==> src/rtl/episode_sched.sv <==
// Episode sequencer: broadcasts each reward to all agents, collects their done
// edges (or times out), emits the action vector, and counts rounds per episode.
module episode_sched #(
   parameter int N_AG     = 2,
   parameter int RW       = 16,
   parameter int AW       = 9,
   parameter int N_ROUNDS = 250,
   parameter int TMO      = 1023
) (
   input  logic                 clk,
   input  logic                 rst,
   input  logic                 start,
   input  logic                 abort,
   input  logic [RW-1:0]        r_in,
   input  logic                 r_valid,
   output logic                 r_ready,
   output logic [N_AG-1:0]      ag_v,
   output logic [RW-1:0]        ag_r,
   input  logic [N_AG*AW-1:0]   ag_a,
   input  logic [N_AG-1:0]      ag_d,
   output logic [N_AG*AW-1:0]   act_out,
   output logic                 act_valid,
   input  logic                 act_ready,
   output logic [N_AG-1:0]      tmo_mask,
   output logic [15:0]          round_cnt,
   output logic                 busy,
   output logic                 ep_done
);

   localparam logic [2:0] S_IDLE   = 3'd0;
   localparam logic [2:0] S_WAIT_R = 3'd1;
   localparam logic [2:0] S_ISSUE  = 3'd2;
   localparam logic [2:0] S_WAIT_D = 3'd3;
   localparam logic [2:0] S_EMIT   = 3'd4;
   localparam logic [2:0] S_FINISH = 3'd5;

   logic [2:0]      state;
   logic [N_AG-1:0] d_prev;
   logic [N_AG-1:0] flags;
   logic [N_AG-1:0] d_edge;
   logic [N_AG-1:0] flags_nxt;
   logic [15:0]     timer;
   logic [15:0]     round_inc;

   // d_prev tracks ag_d in every state, so a level left high from an earlier
   // round never looks like a fresh edge.
   assign d_edge    = ag_d & ~d_prev;
   assign flags_nxt = flags | d_edge;
   assign round_inc = round_cnt + 16'd1;

   assign r_ready   = (state == S_WAIT_R);
   assign ag_v      = {N_AG{state == S_ISSUE}};
   assign act_valid = (state == S_EMIT);
   assign busy      = (state != S_IDLE);
   assign ep_done   = (state == S_FINISH);

   always_ff @(posedge clk or posedge rst) begin
      if (rst) begin
         state     <= S_IDLE;
         d_prev    <= '0;
         flags     <= '0;
         timer     <= '0;
         round_cnt <= '0;
         ag_r      <= '0;
         act_out   <= '0;
         tmo_mask  <= '0;
      end else begin
         d_prev <= ag_d;
         if (abort) begin
            state <= S_IDLE;
         end else begin
            case (state)
               S_IDLE: begin
                  if (start) begin
                     round_cnt <= '0;
                     state     <= S_WAIT_R;
                  end
               end
               S_WAIT_R: begin
                  if (r_valid) begin
                     ag_r  <= r_in;
                     state <= S_ISSUE;
                  end
               end
               S_ISSUE: begin
                  flags    <= '0;
                  tmo_mask <= '0;
                  timer    <= '0;
                  state    <= S_WAIT_D;
               end
               S_WAIT_D: begin
                  timer <= timer + 16'd1;
                  flags <= flags_nxt;
                  if (&flags) begin
                     act_out <= ag_a;
                     state   <= S_EMIT;
                  end else if (timer == 16'(TMO)) begin
                     // an edge landing on the deadline cycle still counts as done
                     act_out  <= ag_a;
                     tmo_mask <= ~flags_nxt;
                     state    <= S_EMIT;
                  end
               end
               S_EMIT: begin
                  if (act_ready) begin
                     round_cnt <= round_inc;
                     state     <= (round_inc == 16'(N_ROUNDS)) ? S_FINISH : S_WAIT_R;
                  end
               end
               S_FINISH: state <= S_IDLE;
               default:  state <= S_IDLE;
            endcase
         end
      end
   end

endmodule

==> config.mk <==
export PLATFORM = sky130hd
export DESIGN_NAME = episode_sched
export DESIGN_NICKNAME = d
export VERILOG_FILES = /design/src/rtl/episode_sched.sv
export SDC_FILE = /design/constraint.sdc
export NUM_CORES = 1
export LEC_CHECK = 0
export CAP_MARGIN = 20
export CORE_ASPECT_RATIO = 1.25
export CORE_MARGIN = 2
export CORE_UTILIZATION = 45
export DETAILED_ROUTE_END_ITERATION = 10
export GPL_ROUTABILITY_DRIVEN = 0
export PLACE_DENSITY_LB_ADDON = 0.1
export RECOVER_POWER = 100
export SYNTH_ARGS = -nofsm -noshare
export SYNTH_HDL_FRONTEND = slang
export SYNTH_SLANG_ARGS = --single-unit
==> constraint.sdc <==
create_clock -name clk -period 5.47 [get_ports clk]
set_input_delay 0.8205 -clock clk [delete_from_list [all_inputs] [get_ports clk]]
set_output_delay 0.8205 -clock clk [all_outputs]
set_load 0.02 [all_outputs]
# Word-level counts from Yosys, hierarchy flattened
# Index checks and enable logic that the tools add are counted.
[totals]
regBits = 75
latch_bits = 0
ram_bits = 0
mem_bits_ro = 0
in_bits = 42
out_inout_bits = 58
elab_cells = 60
mem_count = 0
[op_classes]
addsub = 2
n_mul = 0
n_div = 0
n_lt_le_gt_ge = 0
eq_ne = 15
shift = 0
n_mux = 18
bitwise_logic = 5
reduce_logical = 12
[op_table]
columns = ["operator", "count"]
rows = [
  ["$pmux 16 s2", 2],
  ["$mux 18", 2],
  ["$add 16x1->16 const B", 2],
  ["$mux 16", 2],
  ["$mux 3", 7],
  ["$eq 16x10->1 const B", 1],
  ["$eq 16x8->1 const B", 1],
  ["$pmux 3 s5", 1],
  ["$reduce_and 4->1", 3],
  ["$pmux 2 s2", 2],
  ["$eq 3x2->1 const B", 2],
  ["$eq 3x3->1 const B", 2],
  ["$ne 2x2->1 const B", 3],
  ["$ne 3x3->1 const B", 2],
  ["$reduce_and 3->1", 2],
  ["$reduce_bool 2->1", 3],
  ["$mux 2", 2],
  ["$ne 4x4->1 const B", 1],
  ["$not 2->2", 2],
  ["$reduce_and 2->1", 2],
  ["$eq 3x1->1 const B", 1],
  ["$logic_not 3->1", 1],
  ["$ne 3x2->1 const B", 1],
  ["$reduce_bool 3->1", 1],
  ["4 further kinds", 4],
]

# Logic depth before layout (Yosys ltp)
# Gate-level depths: netlist (run 1).
[logic_depth]
ltp_word = 7
mapped_depth = 8
ltp_nobuf = 6

# Least setup slack after synthesis (run 1)
# Ideal clock, no wire load.
[synth_path]
path_type = "input-to-reg"
startpoint = "input abort"
endpoint = "register ag_r[0]"
setup_time_ns = 0.125
arrival_time_ns = 2.143
required_time_ns = 5.345
path_slack_ns = 3.202
stages = 4
path_buffers = 2
cell_sequence = "clkbuf_1 > nor4_2 > buf_2 > mux2_2"
[synth_via]
elab_chain_len = 2
[synth_rtl]
columns = ["item", "line_no", "rtl"]
rows = [
  ["from (decl)", "13", "input logic abort,"],
  ["$not 1->1 (no source line)", "n/a", ""],
  ["$reduce_and 3->1 (no source line)", "n/a", ""],
  ["to (signal assigned)", "81", "ag_r <= r_in;"],
  ["to (decl)", "18", "output logic [RW-1:0] ag_r,"],
]
# Every way passes these cells.
# A chain may end at the register's enable or synchronous reset.

# Worst setup path after layout (run 1)
[layout_path]
startpoint = "input abort"
endpoint = "register act_out[11]"
[layout_via]
elab_chain_len = 2
[layout_rtl]
columns = ["item", "line_no", "rtl"]
rows = [
  ["$not 1->1 (no source line)", "n/a", ""],
  ["$reduce_and 3->1 (no source line)", "n/a", ""],
  ["to (signal assigned)", "95", "act_out <= ag_a;"],
  ["to (signal assigned)", "99", "act_out <= ag_a;"],
  ["to (decl)", "21", "output logic [N_AG*AW-1:0] act_out,"],
]
# Every way passes these cells.

==> results of run 1 <==
[final cells by class]
type                    instances  share of cell area, %
well taps                      97                   2.47
inverters                       5                  0.381
flip-flops and latches         75                   38.1
clock buffers                  12                   2.95
multi-input cells             247                   34.2
repair buffers                102                   20.4
clock inverters                 4                   1.50
[logic make-up (layout without fill, tap and decap cells)]
family | Yosys count | in the layout
AO/OA/AOI/OAI | 72 | 72
XOR/XNOR | 10 | 10
adder cells (fa/ha/maj) | 3 | 3
buffers and inverters | 24 | 123
flip-flops | 75 | 75
multiplexers | 39 | 39
AND/OR/NAND/NOR | 123 | 123
[final timing paths]
| check | slack, ns | end | cells past startpoint | from |
|---|---|---|---|---|
| min in group asynchronous | 1.56 | act_out[10] | 3 | rst |
| worst max register to register | 2.72 | act_out[7] | 6 | timer[0] |
| max in group asynchronous | 2.82 | state[0] | 3 | rst |
| worst min-delay path | 0.49 | act_out[17] | 1 | act_out[17] |
| worst max-delay path | 2.46 | act_out[11] | 4 | abort |
| worst min register to register | 0.49 | act_out[17] | 1 | act_out[17] |
[metrics by stage]
step	cell area, um2	std cells	util [%]	hold slack [ns]
after floorplan	3730	346	-	0.466
after global placement	4760	525	58.4	0.484
after detailed placement	4760	525	58.4	0.494
after CTS	4980	541	61.1	0.505
after global routing	4920	542	60.4	0.519
final	4920	542	60.4	0.487
[worst register-to-register path, cell delays in order, from the launching register on]
cell and delay (ns):
dfrtp_1 0.40, ha_1 0.29, nor4b_1 0.32, nand4_2 0.18, a21o_1 0.24, or2_0 0.67
mux2_1 0.54
[state kept, by name, summed over array words and instances, names as in the netlist]
name       flops
ag_r          16
flags          2
act_out       18
state          3
d_prev         2
round_cnt     16
tmo_mask       2
timer         16
[where the power goes]
group / internal (W) / switching, W
registers: 0.000636 / 0.0000587
logic: 0.000198 / 0.000205
clock network: 0.000270 / 0.000206
[routing by layer]
metal | track usage, % | vias to the layer above | wire length (um)
met5 | 0 | - | 0
met4 | 5.90 | 0 | 144
met3 | 4.86 | 10 | 261
met2 | 33.3 | 53 | 4580
met1 | 24.4 | 1493 | 3610
li1 | - | 1448 | -
[layout by cell type (no fill, tap or decap), types with 4 or more instances in the layout]
cell and count:
dfrtp_1 75, nand3_1 15, nor3b_1 4, clkbuf_8 10, mux2_1 8, nor2_1 22
nor3_1 11, a21oi_1 12, nand2_1 28, clkdlybuf4s50_1 37, nand4_1 6, mux2_2 27
xor2_1 8, and4_1 7, clkbuf_1 4, inv_1 4, o31ai_1 9, nor2b_1 7
or3_1 6, o21ai_0 28, dlygate4sd3_1 62
==> impl_metrics.py, run 1 <==
metrics = {
    "setup_path": {
        "critical_path_class": "in -> reg",
        "start_kind": "primary input",
        "cp.required_ns": 5.70,
        "cp_max_fo": 18,
        "path_cells": "dlygate4sd3_1 -> nand2b_1 -> or2_0 -> mux2_2",
        "worst-path-buf-inv": 1,
        "crit_path_end_kind": "flip-flop",
        "cpMaxStageDelayCell": "or2_0",
        "path_delay_family": "simple AND/OR/NAND/NOR gates",
        "crit_arrival_ns": 3.24,
        "max_stage_delay_ns": 1.01,
    },
    "synth": {
        "synthFlopType": "dfrtp_1",
        "synthSimpleGateAreaFrac_pct": 18.2,
        "synth-xor-area-share_pct": 2.35,
        "synth_common_cells": "dfrtp_1, nand2_1, o21ai_0",
        "synth-edff-count": 0,
        "synth.distinct_cells": 54,
        "ys_seq_elements": 75,
        "yosysWarnings": 0,
        "syn_area_per_cell_um2": 10.8,
        "synth_nets": 391,
        "synthAdderAreaFrac_pct": 1.01,
        "async_reset_ff_share_pct": 100,
        "yosysSeqAreaShare_pct": 50.3,
        "synthMuxAreaShare_pct": 12.7,
        "synth_compound_area_share_pct": 12.1,
        "synth.top_cell.area_share_pct": 50.3,
        "synth_area_mm2": 0.00373,
        "synth_area_leaders": "dfrtp_1, mux2_2, mux2_4",
        "synth_top_family_by_area": "simple AND/OR/NAND/NOR gates",
        "yosysTopAreaCell": "dfrtp_1",
        "yosysMostFrequentCell": "dfrtp_1",
        "syn_inst": 346,
    },
    "sta": {
        "min_period_over_period_pct": 55.0,
        "fin_ws_ns": 2.46,
        "period_needed_ns": 3.01,
        "hold_viol_final": 0,
        "setup_viol": 0,
        "slew_viol_final": 76,
        "max_freq_mhz": 332,
        "worstMarginPinSlew_ns": 1.83,
        "rsz0062_at_grt": "no",
        "tns_ns": 0,
        "fin_skew_ns": 0.00762,
        "relSlewSlack_pct": -22.0,
    },
    "global_routing": {
        "track_usage_pct": 19.6,
        "grt_overflow": 0,
        "grt_start_max_net_pins": 76,
        "grt_pass1_wl_um": 14000,
        "antenna_found_initial": 0,
        "grt_pass1_vias": 2851,
    },
    "finish": {
        "antenna-diode-count": 0,
        "fillCellCount": 710,
        "layout.nets": 485,
        "layout-drive-gt1-share_pct": 10.8,
        "seq_area_mm2": 0.00188,
        "area.growth.synth_to_final_pct": 31.8,
        "multi_input_area_mm2": 0.00168,
    },
    "flow_run": {
        "cap_viol_max_count": 1,
    },
    "die": {
        "die_h_um": 106,
        "io_pins": 100,
        "coreArea_mm2": 0.00815,
        "start_util_pct": 45.8,
        "fp.dieArea_mm2": 0.00905,
        "die_width_um": 85.5,
        "std_cell_rows": 37,
    },
    "routing": {
        "drt_iter0_drc": 118,
        "firstDrtPassIters": 4,
        "via_count": 3004,
        "vias_per_cell": 5.54,
        "wirelength_um": 8600,
        "ant_nets": 0,
        "wl_per_cell_um": 15.9,
        "drc": 0,
    },
    "clock_network": {
        "clock_path_buffers": 2,
        "ctsHoldBuffers": 0,
        "cts-htree-levels": 3,
        "cts_sinks": 75,
        "clk_latency_ns": 0.34,
        "post_cts_buffers": 0,
        "cts_tree": "yes",
        "clk_pin_slew_worst_paths_ns": 0.08,
        "ctsResizeCount": 0,
        "numCtsBuffers": 9,
        "cts_root_buf": "clkbuf_8",
    },
    "power": {
        "ir_worst_vdd_v": 0.000234,
        "power_w": 0.00157,
        "power.density_mw_per_mm2": 320,
        "leakagePower_nw": 2.22,
    },
    "place": {
        "pre_cts_ws_ns": 2.40,
        "hpwlAfterDp_um": 6000,
        "io_buffers": 99,
    },
    "hold_path": {
        "hp-class": "reg -> reg",
    },
    "status": {
        "violations": "max-capacitance violations, max-slew violations",
        "status": "finished with violations",
    },
}
Note: power is estimated with default switching activity, not from simulation.
==> inputs of run 2 (changes only) <==
- clock period: 5.47 -> 2.8 ns (I/O delays scaled with it)
==> impl_metrics.py, run 2 (synthesized netlist as in run 1, its figures left out) <==
metrics = {
    "setup_path": {
        "cp_max_fo": 13,
        "start_kind": "flip-flop",
        "crit_arrival_ns": 2.14,
        "cp.required_ns": 2.38,
        "crit_path_end_kind": "output port",
        "critical_path_class": "reg -> out",
    },
    "power": {
        "power.density_mw_per_mm2": 632,
        "ir_worst_vdd_v": 0.000530,
        "leakagePower_nw": 2.23,
    },
    "die": {
        "start_util_pct": 45.8,
        "die_h_um": 106,
        "std_cell_rows": 37,
        "fp.dieArea_mm2": 0.00905,
        "coreArea_mm2": 0.00815,
        "io_pins": 100,
        "die_width_um": 85.5,
    },
    "routing": {
        "via_count": 2989,
        "drt_iter0_drc": 96,
        "wl_per_cell_um": 15.7,
        "met1Wirelength_um": 3610,
        "vias_per_cell": 5.47,
        "drc": 0,
        "dr_wl_met2_um": 4540,
        "wirelength_um": 8580,
        "ant_nets": 0,
        "firstDrtPassIters": 4,
        "wl_met3_um": 262,
        "top_layer": "met4",
    },
    "finish": {
        "final_util_pct": 60.9,
        "fillCellCount": 712,
        "layout-drive-gt1-share_pct": 11.1,
        "regMostFlops": "act_out",
        "layout.nets": 490,
        "final_common_cell": "dfrtp_1",
        "antenna-diode-count": 0,
        "area.growth.synth_to_final_pct": 32.9,
        "final_cell_mix": "dfrtp_1, dlygate4sd3_1, clkdlybuf4s50_1",
        "largest_reg_flops": 18,
    },
    "global_routing": {
        "grt_start_max_net_pins": 76,
        "antenna_found_initial": 0,
        "track_usage_pct": 19.9,
        "grt_pass1_wl_um": 14300,
        "grt_overflow": 0,
        "grt_pass1_vias": 3029,
    },
    "sta": {
        "rsz0062_at_grt": "no",
        "tns_ns": 0,
        "max_freq_mhz": 391,
        "hold_viol_final": 0,
        "relSlewSlack_pct": -24.2,
        "fin_skew_ns": 0.00856,
        "period_needed_ns": 2.56,
        "slew_viol_final": 76,
        "setup_viol": 0,
        "worstMarginPinSlew_ns": 1.86,
        "min_period_over_period_pct": 91.3,
    },
    "clock_network": {
        "cts_sinks": 75,
        "cts_tree": "yes",
        "cts_root_buf": "clkbuf_8",
        "clk_latency_ns": 0.35,
        "numCtsBuffers": 9,
        "ctsResizeCount": 0,
        "ctsHoldBuffers": 0,
        "post_cts_buffers": 0,
        "cts-htree-levels": 3,
        "clk_pin_slew_worst_paths_ns": 0.08,
        "clock_path_buffers": 2,
    },
    "status": {
        "status": "finished with violations",
        "violations": "max-capacitance violations, max-slew violations",
    },
    "hold_path": {
        "hp-class": "reg -> reg",
    },
    "place": {
        "io_buffers": 99,
        "hpwlAfterDp_um": 6060,
    },
    "flow_run": {
        "cap_viol_max_count": 1,
    },
}
-- run 2: cell types whose count changed in the layout (fill, tap and decap cells not counted), sizes merged --
cell	previous run	this run
clkinvlp	0	1
buf	0	2
clkdlybuf4s50	37	39
bufinv	2	3
dlygate4sd3	62	60
clkbuf	15	16
clkinv	3	2
-- run 2: metrics by stage --
stage / area, um2 / setup slack (ns) / instances / total power, W / hold slack [ns]
floorplan: 3730 / 0.470 / 346 / 0.00182 / 0.451
finish: 4960 / 0.243 / 546 / 0.00313 / 0.490
global route: 4960 / 0.0809 / 546 / 0.00328 / 0.510
detailed placement: 4820 / 0.568 / 531 / 0.00225 / 0.493
global placement: 4820 / 0.588 / 531 / 0.00223 / 0.487
CTS: 5050 / 0.219 / 546 / 0.00325 / 0.475
-- run 2: worst paths after layout --
kind	start	end	slack, ns	cells past startpoint
max	state[1]	ag_v[1]	0.24	3
min	act_out[17]	act_out[17]	0.49	1
max reg2reg	timer[0]	act_out[6]	0.32	7
min reg2reg	act_out[17]	act_out[17]	0.49	1
max in group asynchronous	rst	ag_r[4]	0.55	3
min in group asynchronous	rst	act_out[12]	1.17	3
-- run 2: layer usage --
layer	GRT usage (%)	up-vias
li1	-	1451
met1	24.4	1468
met2	33.6	56
met3	3.99	14
met4	8.73	0
met5	0	-
-- run 2: final cells by class --
class	count	area, um2	share of cell area [%]
Multi-Input combinational cell	247	1680	33.9
Sequential cell	75	1880	37.8
Timing Repair Buffer	107	1030	20.8
Clock inverter	5	103	2.07
Clock buffer	10	128	2.57
Tap cell	97	121	2.45
Inverter	5	18.8	0.378
-- run 2: worst max-delay path: stages, from the launching register on --
cell	delay (ns)
dfrtp_1	0.61
nor2b_1	0.29
and2_1	0.21
dlygate4sd3_1	0.68
-- run 2: report_power, final --
group | total (W) | leakage (nW) | internal, W | switching [W]
combinational | 0.000792 | 1.11 | 0.000391 | 0.000401
sequential | 0.00136 | 1.01 | 0.00124 | 0.000114
clock | 0.000985 | 0.112 | 0.000586 | 0.000400
total | 0.00313 | 2.23 | 0.00222 | 0.000914
==> inputs of run 3 (changes only) <==
- CTS_BUF_LIST: unset -> sky130_fd_sc_hd__clkbuf_8
==> impl_metrics.py, run 3 (synthesized netlist as in run 1, its figures left out) <==
metrics = {
    "flow_run": {
        "cap_viol_max_count": 1,
    },
    "routing": {
        "ant_nets": 0,
        "drc": 0,
        "wl_per_cell_um": 15.7,
        "wirelength_um": 8590,
        "vias_per_cell": 5.47,
        "drt_iter0_drc": 96,
        "firstDrtPassIters": 4,
        "via_count": 2984,
    },
    "finish": {
        "multi_input_area_mm2": 0.00168,
        "final_common_cell": "dfrtp_1",
        "layout.nets": 490,
        "fillCellCount": 712,
        "antenna-diode-count": 0,
        "area.growth.synth_to_final_pct": 32.9,
        "seq_area_mm2": 0.00188,
        "final_cell_mix": "dfrtp_1, dlygate4sd3_1, clkdlybuf4s50_1",
        "regMostFlops": "act_out",
        "layout-drive-gt1-share_pct": 11.1,
        "largest_reg_flops": 18,
        "stdcell_area_mm2": 0.00496,
    },
    "setup_path": {
        "cp_max_fo": 14,
        "cp.required_ns": 2.38,
        "critical_path_class": "reg -> out",
        "crit_path_end_kind": "output port",
        "crit_arrival_ns": 2.15,
        "start_kind": "flip-flop",
    },
    "clock_network": {
        "ctsResizeCount": 0,
        "cts_tree": "yes",
        "cts_root_buf": "clkbuf_8",
        "clk_latency_ns": 0.36,
        "post_cts_buffers": 0,
        "clock_path_buffers": 2,
        "clk_pin_slew_worst_paths_ns": 0.08,
        "cts_sinks": 75,
        "ctsHoldBuffers": 0,
        "cts-htree-levels": 3,
        "numCtsBuffers": 9,
    },
    "sta": {
        "fin_skew_ns": 0.00997,
        "rsz0062_at_grt": "no",
        "setup_viol": 0,
        "max_freq_mhz": 390,
        "period_needed_ns": 2.57,
        "relSlewSlack_pct": -23.9,
        "worstMarginPinSlew_ns": 1.86,
        "hold_viol_final": 0,
        "min_period_over_period_pct": 91.6,
        "tns_ns": 0,
        "slew_viol_final": 76,
    },
    "global_routing": {
        "grt_pass1_vias": 3029,
        "antenna_found_initial": 0,
        "grt_overflow": 0,
        "grt_start_max_net_pins": 76,
        "grt_pass1_wl_um": 14300,
        "track_usage_pct": 19.9,
    },
    "die": {
        "die_h_um": 106,
        "std_cell_rows": 37,
        "die_width_um": 85.5,
        "coreArea_mm2": 0.00815,
        "start_util_pct": 45.8,
        "io_pins": 100,
        "fp.dieArea_mm2": 0.00905,
    },
    "power": {
        "leakagePower_nw": 2.24,
        "power.density_mw_per_mm2": 632,
        "ir_worst_vdd_v": 0.000530,
    },
    "place": {
        "io_buffers": 99,
        "place_area_mm2": 0.00482,
        "hpwlAfterDp_um": 6060,
    },
    "hold_path": {
        "hp-class": "reg -> reg",
    },
    "status": {
        "violations": "max-capacitance violations, max-slew violations",
        "status": "finished with violations",
    },
}
-- run 3: cell types whose count changed in the layout (fill, tap and decap cells not counted) --
cell | before | now
clkbuf_1 | 5 | 4
inv_1 | 4 | 5
-- run 3: area by class of cell --
| class | instances | area share (%) |
|---|---|---|
| well taps | 97 | 2.45 |
| repair buffers | 107 | 20.8 |
| clock inverters | 6 | 2.14 |
| inverters | 5 | 0.378 |
| multi-input cells | 247 | 33.9 |
| flip-flops and latches | 75 | 37.8 |
| clock buffers | 9 | 2.50 |
-- run 3: path summary, 6_finish.rpt --
| path | from | to | slack, ns | depth (start not counted) |
|---|---|---|---|---|
| max | state[0] | r_ready | 0.23 | 3 |
| min | act_out[17] | act_out[17] | 0.49 | 1 |
| max reg2reg | timer[0] | act_out[6] | 0.31 | 7 |
| min reg2reg | act_out[17] | act_out[17] | 0.49 | 1 |
| max in group asynchronous | rst | timer[10] | 0.56 | 3 |
| min in group asynchronous | rst | act_out[12] | 1.16 | 3 |
-- run 3: routing by layer --
layer | GRT usage (%) | vias up | wire length [um]
li1 | - | 1451 | -
met1 | 24.4 | 1466 | 3640
met2 | 33.6 | 51 | 4510
met3 | 3.99 | 16 | 271
met4 | 8.73 | 0 | 167
met5 | 0 | - | 0
-- run 3: where the power goes --
part           internal [W]  switching, W  leakage (nW)  total, W
sequential          0.00124      0.000114          1.01   0.00136
clock              0.000582      0.000403         0.116  0.000985
combinational      0.000391      0.000401          1.11  0.000792
total               0.00222      0.000918          2.24   0.00313
-- run 3: critical path: stages, from the launching register on --
cell and delay (ns):
dfrtp_1 0.61, inv_1 0.24, nor3_1 0.28, clkdlybuf4s50_1 0.66
-- run 3: metrics by stage --
stage | total power, W | hold slack (ns) | util [%] | cells | setup WS [ns]
detailed placement | 0.00225 | 0.493 | 59.1 | 531 | 0.568
global placement | 0.00223 | 0.487 | 59.1 | 531 | 0.588
finish | 0.00313 | 0.490 | 60.9 | 546 | 0.234
CTS | 0.00324 | 0.475 | 61.9 | 546 | 0.219
floorplan | 0.00182 | 0.451 | - | 346 | 0.470
global route | 0.00328 | 0.510 | 60.9 | 546 | 0.0809
